`config.mk`:
```
export PLATFORM = sky130hd
export DESIGN_NAME = sb_tx
export DESIGN_NICKNAME = d
export VERILOG_FILES = /design/src/rtl/sb_pkg.sv /design/src/rtl/sb_tx_fifo.sv /design/src/rtl/sb_tx.sv
export SDC_FILE = /design/constraint.sdc
export NUM_CORES = 1
export LEC_CHECK = 0
export BUFFER_PORTS_ARGS = -buffer_cell sky130_fd_sc_hd__buf_2
export CORE_ASPECT_RATIO = 1.2
export CORE_MARGIN = 1
export CORE_UTILIZATION = 40
export CTS_CLUSTER_DIAMETER = 200
export CTS_CLUSTER_SIZE = 10
export DETAILED_ROUTE_END_ITERATION = 8
export SLEW_MARGIN = 10
export SYNTH_ARGS = -nofsm -noshare
export SYNTH_HDL_FRONTEND = slang
export SYNTH_SLANG_ARGS = --single-unit
```
`constraint.sdc`:
```
create_clock -name clk_800MHz -period 2.8 [get_ports clk_800MHz]
set_clock_uncertainty 0.15 [all_clocks]
set_input_delay 0 -clock clk_800MHz [delete_from_list [all_inputs] [get_ports clk_800MHz]]
set_output_delay 0 -clock clk_800MHz [all_outputs]
set_load 0.005 [all_outputs]
```
`src/rtl/sb_pkg.sv`:
```
// Shared sideband link definitions used by the transmitter and the receiver.
package sb_pkg;

    localparam int unsigned SB_MSG_BITS  = 64;
    localparam int unsigned SB_GAP_UI    = 32;
    localparam int unsigned SB_BIT_CNT_W = $clog2(SB_MSG_BITS);
    localparam int unsigned SB_GAP_CNT_W = $clog2(SB_GAP_UI);

    typedef enum logic [1:0] {
        IDLE = 2'd0,
        SEND = 2'd1,
        GAP  = 2'd2
    } sb_tx_state_t;

endpackage

```
`src/rtl/sb_tx_fifo.sv`:
```
// Message FIFO for the sideband transmitter: wrapping indices plus an occupancy count.
module sb_tx_fifo
    import sb_pkg::*;
#(
    parameter int unsigned BUFFER_SIZE = 4
) (
    input  logic                   clk_800MHz,
    input  logic                   reset,
    input  logic                   push,
    input  logic [SB_MSG_BITS-1:0] push_data,
    input  logic                   pop,
    output logic [SB_MSG_BITS-1:0] rd_data_c,
    output logic                   full_c,
    output logic                   empty_c
);

    localparam int unsigned IDX_W = $clog2(BUFFER_SIZE);
    localparam int unsigned CNT_W = IDX_W + 1;

    logic [SB_MSG_BITS-1:0] mem [BUFFER_SIZE];
    logic [IDX_W-1:0]       wr_idx;
    logic [IDX_W-1:0]       rd_idx;
    logic [CNT_W-1:0]       count;
    logic                   push_ok;
    logic                   pop_ok;

    // A push while full is refused even if a pop frees a slot this cycle.
    assign push_ok   = push && !full_c;
    assign pop_ok    = pop && !empty_c;
    assign full_c    = (count == CNT_W'(BUFFER_SIZE));
    assign empty_c   = (count == '0);
    assign rd_data_c = mem[rd_idx];

    always_ff @(posedge clk_800MHz or posedge reset) begin
        if (reset) begin
            wr_idx <= '0;
            rd_idx <= '0;
            count  <= '0;
        end else begin
            if (push_ok) wr_idx <= wr_idx + IDX_W'(1);
            if (pop_ok)  rd_idx <= rd_idx + IDX_W'(1);
            case ({push_ok, pop_ok})
                2'b10:   count <= count + CNT_W'(1);
                2'b01:   count <= count - CNT_W'(1);
                default: count <= count;
            endcase
        end
    end

    // Storage needs no reset: an entry is only read after it has been written.
    always_ff @(posedge clk_800MHz) begin
        if (push_ok) mem[wr_idx] <= push_data;
    end

endmodule

```
`src/rtl/sb_tx.sv`:
```
// Sideband transmitter: serialises queued 64-bit messages LSB-first with a
// forwarded clock, each followed by a 32-UI gap.
module sb_tx
    import sb_pkg::*;
#(
    parameter int unsigned BUFFER_SIZE = 4
) (
    input  logic                   clk_800MHz,
    input  logic                   reset,
    input  logic                   enable_i,
    input  logic [SB_MSG_BITS-1:0] data_i,
    input  logic                   valid_i,
    output logic                   ready_o,
    output logic                   dataPin_o,
    output logic                   clkPin_o,
    output logic                   busy_o
);

    sb_tx_state_t            state;
    logic [SB_MSG_BITS-1:0]  shreg;
    logic [SB_BIT_CNT_W-1:0] bit_cnt;
    logic [SB_GAP_CNT_W-1:0] gap_cnt;
    logic                    phase;

    logic                    fifo_full_c;
    logic                    fifo_empty_c;
    logic [SB_MSG_BITS-1:0]  fifo_data_c;
    logic                    last_gap_c;
    logic                    start_c;

    sb_tx_fifo #(
        .BUFFER_SIZE(BUFFER_SIZE)
    ) u_fifo (
        .clk_800MHz(clk_800MHz),
        .reset     (reset),
        .push      (valid_i),
        .push_data (data_i),
        .pop       (start_c),
        .rd_data_c (fifo_data_c),
        .full_c    (fifo_full_c),
        .empty_c   (fifo_empty_c)
    );

    assign ready_o = !fifo_full_c;

    // A new frame starts from IDLE or straight out of the final gap phase so the clock never stalls.
    assign last_gap_c = (state == GAP) && phase && (gap_cnt == SB_GAP_CNT_W'(SB_GAP_UI - 1));
    assign start_c    = enable_i && !fifo_empty_c && ((state == IDLE) || last_gap_c);

    // Phase 0 drives clkPin high with fresh data; phase 1 drops it so the receiver samples on the fall.
    always_ff @(posedge clk_800MHz or posedge reset) begin
        if (reset) begin
            state     <= IDLE;
            shreg     <= '0;
            bit_cnt   <= '0;
            gap_cnt   <= '0;
            phase     <= 1'b0;
            dataPin_o <= 1'b0;
            clkPin_o  <= 1'b0;
            busy_o    <= 1'b0;
        end else if (start_c) begin
            state     <= SEND;
            shreg     <= fifo_data_c;
            bit_cnt   <= '0;
            gap_cnt   <= '0;
            phase     <= 1'b0;
            dataPin_o <= fifo_data_c[0];
            clkPin_o  <= 1'b1;
            busy_o    <= 1'b1;
        end else begin
            case (state)
                IDLE: begin
                    phase     <= 1'b0;
                    dataPin_o <= 1'b0;
                    clkPin_o  <= 1'b0;
                    busy_o    <= 1'b0;
                end
                SEND: begin
                    if (!phase) begin
                        phase    <= 1'b1;
                        clkPin_o <= 1'b0;
                    end else begin
                        phase    <= 1'b0;
                        clkPin_o <= 1'b1;
                        if (bit_cnt == SB_BIT_CNT_W'(SB_MSG_BITS - 1)) begin
                            state     <= GAP;
                            gap_cnt   <= '0;
                            dataPin_o <= 1'b0;
                        end else begin
                            bit_cnt   <= bit_cnt + SB_BIT_CNT_W'(1);
                            shreg     <= shreg >> 1;
                            dataPin_o <= shreg[1];
                        end
                    end
                end
                GAP: begin
                    dataPin_o <= 1'b0;
                    if (!phase) begin
                        phase    <= 1'b1;
                        clkPin_o <= 1'b0;
                    end else if (gap_cnt == SB_GAP_CNT_W'(SB_GAP_UI - 1)) begin
                        state    <= IDLE;
                        phase    <= 1'b0;
                        clkPin_o <= 1'b0;
                        busy_o   <= 1'b0;
                    end else begin
                        gap_cnt  <= gap_cnt + SB_GAP_CNT_W'(1);
                        phase    <= 1'b0;
                        clkPin_o <= 1'b1;
                    end
                end
                default: begin
                    state     <= IDLE;
                    phase     <= 1'b0;
                    dataPin_o <= 1'b0;
                    clkPin_o  <= 1'b0;
                    busy_o    <= 1'b0;
                end
            endcase
        end
    end

endmodule

```
Word level (Yosys, flattened, before mapping)
Memory sizes are Yosys's and may differ from the RTL's. Cells that the tools add are included.

Register bits after elaboration: 88. Memory bits (writable): 256. Input bits: 68. Logic and storage cells: 92. Memories kept: 1.

Add/subtract/negate cells: 6. Equal/unequal tests: 15. Mux-type cells: 39. Reduce and logical (&&, ||, !) cells: 20.

Memory list: u_fifo.mem (words 4, width 64, rd ports 1, clocked after memory_dff 0, write ports 1, RTL line sb_tx_fifo.sv:20) `logic [SB_MSG_BITS-1:0] mem [BUFFER_SIZE];`.

Operators by type and width (number): $mux W64 (4); $mux W5 (5); $mux W6 (4); $mux W1 (16); $ne A3 B2 Y1 const B (4); $mux W2 (5); $pmux W5 S2 (1); $reduce_and A5 Y1 (2); $add A6 B1 Y6 const B (1); $eq A6 B6 Y1 const B (1); $logic_and A1 B1 Y1 (6); $ne A2 B1 Y1 const B (3); $pmux W2 S3 (1); $pmux W3 S2 (1); $reduce_and A3 Y1 (2); $reduce_bool A2 Y1 (3); $add A5 B1 Y5 const B (1); $eq A5 B5 Y1 const B (1); $add A2 B1 Y2 const B (2); $eq A2 B1 Y1 const B (2); $eq A2 B2 Y1 const B (2); $pmux W1 S2 (2); $add A3 B1 Y3 const B (1); $eq A3 B3 Y1 const B (1); other kinds (8) (9).

Longest topological paths before layout
Depth after elaboration: 8. Depth in mapped cells: 14. Depth with buffers taken out: 12.

Hierarchy
A second synthesis with hierarchy kept.

Cells, all modules: 751. Area, all modules: 13543.0 um^2.

Modules (own cells, without submodules): sb_tx_fifo (instances 1, cells an instance 372, area an instance 9659.3 um^2, seq. area each 7862.5 um^2); sb_tx (instances 1, cells an instance 379, area an instance 3883.7 um^2, seq. area each 2001.9 um^2).

Worst setup path after synthesis
No wires, ideal clock.

Path kind: register to register. From: register gap_cnt[0]. To: register u_fifo.count[2]. Data arrival time: 2.584 ns. Data required time: 2.571 ns. Slack: -0.013 ns. Stages on the path, launching flop included: 15. Buffers on the path: 2. Period minus slack after synthesis: 2.813 ns. Path through: dfrtp_1 -> ha_1 -> and3_1 -> ha_1 -> a31o_2 -> o311ai_4 -> inv_4 -> buf_6 -> buf_6 -> ha_1 -> inv_1 -> fa_1 -> xor2_1 -> nor2_1 -> xor2_1.

Cells in the longest elaborated chain, start to end: 7. Elaborated cells on any way between the ends: 9.

Ends and longest elaborated chain: start: declaration (RTL line sb_tx.sv:22) `logic [SB_GAP_CNT_W-1:0] gap_cnt;`; start signal: assignment (RTL line sb_tx.sv:107) `gap_cnt <= gap_cnt + SB_GAP_CNT_W'(1);`; $eq A5 B5 Y1 (*) (RTL line sb_tx.sv:47) `assign last_gap_c = (state == GAP) && phase && (gap_cnt == SB_GAP_CNT_W'(SB_GAP_UI - 1));`; $logic_and A1 B1 Y1 (*) (RTL line sb_tx.sv:47); $logic_or A1 B1 Y1 (*) (RTL line sb_tx.sv:48) `assign start_c = enable_i && !fifo_empty_c && ((state == IDLE) || last_gap_c);`; $logic_and A1 B1 Y1 (*) (RTL line sb_tx.sv:48); $logic_and A1 B1 Y1 (*) (RTL line sb_tx_fifo.sv:29) `assign pop_ok = pop && !empty_c;`; named net u_fifo.pop_ok (RTL line sb_tx_fifo.sv:25) `logic pop_ok;`; $eq A2 B1 Y1 / $eq A2 B2 Y1 (equally long branches) (RTL line sb_tx_fifo.sv:42) `case ({push_ok, pop_ok})`; $pmux W3 S2 / $reduce_bool A2 Y1 (equally long branches); end signal: assignment (RTL line sb_tx_fifo.sv:43) `2'b10: count <= count + CNT_W'(1);`; end signal: assignment (RTL line sb_tx_fifo.sv:44) `2'b01: count <= count - CNT_W'(1);`; end signal: assignment (RTL line sb_tx_fifo.sv:45) `default: count <= count;`; end: declaration (RTL line sb_tx_fifo.sv:23) `logic [CNT_W-1:0] count;`.

The timed path passes the listed nets; every way through them passes the cells marked *. A chain may end at the register's enable or synchronous reset.

Worst setup path after layout
From: register gap_cnt[0]. To: register u_fifo.count[2].

Cells in the longest elaborated chain, start to end: 7. Elaborated cells on any way between the ends: 9.

Ends and longest elaborated chain (RTL line): $eq A5 B5 Y1 (*) (sb_tx.sv:47); $logic_and A1 B1 Y1 (*) (sb_tx.sv:47); $logic_or A1 B1 Y1 (*) (sb_tx.sv:48); $logic_and A1 B1 Y1 (*) (sb_tx.sv:48); $logic_and A1 B1 Y1 (*) (sb_tx_fifo.sv:29); $eq A2 B1 Y1 / $eq A2 B2 Y1 (equally long branches) (sb_tx_fifo.sv:42); $pmux W3 S2 / $reduce_bool A2 Y1 (equally long branches).

Mark *: on every way between the ends. The rest lies on a longest branch, timed or not.

==> impl_metrics.env <==
export IMPL_path_cells="ha_2 > and3_1 > ha_2 > a31o_4 > o311ai_4 > inv_4 > ha_4 > inv_1 > fa_1 > xor2_1 > nor2_1 > xor2_1"
export IMPL_finalInstanceArea_um2=16450
export IMPL_root_buffer="clkbuf_16"
export IMPL_dieHeight_um=203.5
export IMPL_start_kind="register"
export IMPL_crit_family="adder cells"
export IMPL_path_clk_slew_ns=0.05
export IMPL_total_power_uw=16540
export IMPL_power_density_nw_per_um2=1005
export IMPL_p_leak_uw=0.005736
export IMPL_cts_buffer_depth=3
export IMPL_io_buffers=71
export IMPL_maxCapViolations=0
export IMPL_synth_edff_count=256
export IMPL_synth_area_top_cells="edfxtp_1 57%, dfrtp_1 16%, mux4_2 11%, mux2i_1 4.7%, nand2_1 2.0%"
export IMPL_vias_per_cell=4.960
export IMPL_hold_depth=2
export IMPL_grt_max_degree=143
export IMPL_htreeDepth=2
export IMPL_ant_nets=0
export IMPL_hold_viol_final=0
export IMPL_start_util=0.4071
export IMPL_synth_area_um2=13540
export IMPL_peakVddDrop_uv=604.0
export IMPL_maxSlewHeadroom=0.6025
export IMPL_layout_commonest_cell="edfxtp_1"
export IMPL_dr_pass1_iters=6
export IMPL_min_period_over_period=0.9239
export IMPL_synth_top_cell_area_share=0.5679
export IMPL_vias=6905
export IMPL_status="completed"
export IMPL_arrival_ns=2.88
export IMPL_hp_start="data_i[38]"
export IMPL_rsz0062_at_grt="false"
export IMPL_finalSetupViolations=0
export IMPL_hpwlAfterDp_um=14070
export IMPL_cts_tree="built"
export IMPL_synth_cells=748
export IMPL_nFillCells=2830
export IMPL_antenna_cells=0
export IMPL_reg2regPathDepth=12
export IMPL_synth_distinct_cells=49
export IMPL_fin_tns_setup_ns=0
export IMPL_seqCellArea_um2=9869
export IMPL_crit_required_ns=3.09
export IMPL_finalWirelength_um=24480
export IMPL_drt_iter0_markers=300
export IMPL_period_needed_ns=2.587
export IMPL_multi_input_area_um2=3428
export IMPL_yosysSeqAreaShare=0.7288
export IMPL_placed_cell_area_um2=14620
export IMPL_postSynthRegisterBits=343
export IMPL_grt_pass1_wl_um=39890
export IMPL_fmax_mhz=386.6
export IMPL_gp_congestion=0.7448
export IMPL_die_w_um=169.9
export IMPL_crit_type="register to register"
export IMPL_min_path_type="primary input to register"
export IMPL_fin_nets=992
export IMPL_slew_viol_final=0
export IMPL_ys_async_sr_fraction=0.2536
export IMPL_yosys_area_top_type="edfxtp_1"
export IMPL_grt_pass1_vias=7371
export IMPL_core_um2=33250
export IMPL_worst_pin_slew_ns=0.5962
export IMPL_pin_count=72
export IMPL_gr_usage_all_layers=0.1496
export IMPL_rrSetupSlack_ns=0.21
export IMPL_end_kind="register"
export IMPL_ys_warn_count=0
export IMPL_syn_num_nets=828
export IMPL_syn_area_per_cell_um2=18.10
export IMPL_critPathSlowestCell="fa_1"
export IMPL_grt_ovfl_total=0
export IMPL_numCtsBuffers=40
export IMPL_clk_latency_ns=0.52
export IMPL_synth_ff_type="edfxtp_1"
export IMPL_drive_gt1_frac=0.2335
export IMPL_r2r_end="u_fifo.count[2]"
export IMPL_rows=73
export IMPL_crit_buf_inv=2
export IMPL_worstReg2RegStart="gap_cnt[0]"
export IMPL_cts_resized=0
export IMPL_drc_errors=0
export IMPL_max_stage_delay_ns=0.42
export IMPL_path_depth=12
export IMPL_antenna_found_initial=0
export IMPL_fp_dieArea_um2=34580
export IMPL_clock_sinks=343
export IMPL_hold_end="u_fifo.mem[0][38]"
export IMPL_post_drt_wl_per_cell_um=17.59
export IMPL_mostFrequentLayoutCells="256 x edfxtp_1, 85 x dfrtp_1, 71 x nand2_1, 71 x buf_2, 68 x dlygate4sd3_1"
export IMPL_crit_fanout=4
export IMPL_syn_to_final_growth_pct=21.51
[logic make-up (layout without fill, tap and decap cells)]
group / count (synthesis) / in the layout / synth area share
AO/OA/AOI/OAI: 100 / 100 / 0.04391
XOR/XNOR: 9 / 9 / 0.005824
adder cells (fa/ha/maj): 12 / 12 / 0.01165
buffers and inverters: 51 / 245 / 0.02172
flip-flops: 343 / 343 / 0.7288
multiplexers: 128 / 128 / 0.1539
AND/OR/NAND/NOR: 105 / 105 / 0.03420
[registers in the layout, summed over array words and instances (netlist names), 2 cells and up]
name and count:
u_fifo.wr_idx 2, bit_cnt 6, u_fifo.rd_idx 2, shreg 63, gap_cnt 5, state 2
u_fifo.mem 256, u_fifo.count 3
[synth_stat cells, types with 2 or more instances]
cell type,number
and2_4,2
dfrtp_1,87
buf_2,11
nand4_1,4
xnor2_1,7
edfxtp_1,256
mux4_2,64
buf_4,7
and2_1,3
xor2_1,2
nand2_1,71
o21ai_1,48
a21o_1,2
o21ai_0,25
mux2i_1,63
nand3_1,6
clkbuf_1,12
a21oi_1,9
buf_6,8
and3_1,5
inv_1,10
ha_1,11
nor2_1,9
[per-layer routing]
metal	up-vias	share of wire	GRT usage
met4	0	0.021	0.05084
met2	101	0.50	0.2491
met1	3527	0.45	0.1979
li1	3239	-	-
met3	38	0.031	0.02697
met5	-	0	0
[where the power goes]
group	switching, µW	internal [µW]
Sequential	562	6890
Combinational	2290	2160
Clock	1900	2730
Total	4750	11800
[area by class of cell]
cell class                 instances  share of cell area
clock inverter                     1           0.0005325
inverter                          12            0.003043
sequential                       343              0.6001
tap                              450             0.03423
timing repair buffer             161             0.08444
clock buffer                      71             0.06923
multi-input combinational        354              0.2084
[how the worst max path moves through the flow]
stage / start / endpoint / slack (ns)
6_report: gap_cnt[0] / u_fifo.count[2] / 0.21
5_1_grt: gap_cnt[0] / u_fifo.count[2] / 0.04
4_1_cts: gap_cnt[0] / u_fifo.count[2] / 0.19
3_5_place_dp: gap_cnt[0] / u_fifo.count[2] / 0.22
3_3_place_gp: gap_cnt[0] / u_fifo.count[2] / 0.26
2_1_floorplan: gap_cnt[0] / u_fifo.count[2] / 0.02
[what timing repair did]
action | in CTS | in global routing
hold endpoints to repair | 427 | 0
setup endpoints to repair | 0 | 0
hold buffers | 68 | 0
buffers inserted | 0 | 0
[per-stage QoR]
stage | setup slack (ns) | std cells | util | hold WS [ns]
2_1_floorplan | 0.01903 | 748 | - | -0.05113
3_3_place_gp | 0.2593 | 1252 | 0.4397 | -0.07777
3_5_place_dp | 0.2172 | 1252 | 0.4397 | -0.07581
4_1_cts | 0.1935 | 1392 | 0.4947 | 0.05374
5_1_grt | 0.03876 | 1392 | 0.4947 | 0.06680
6_report | 0.2132 | 1392 | 0.4947 | 0.07630
Power figures use the tool's default switching activity.
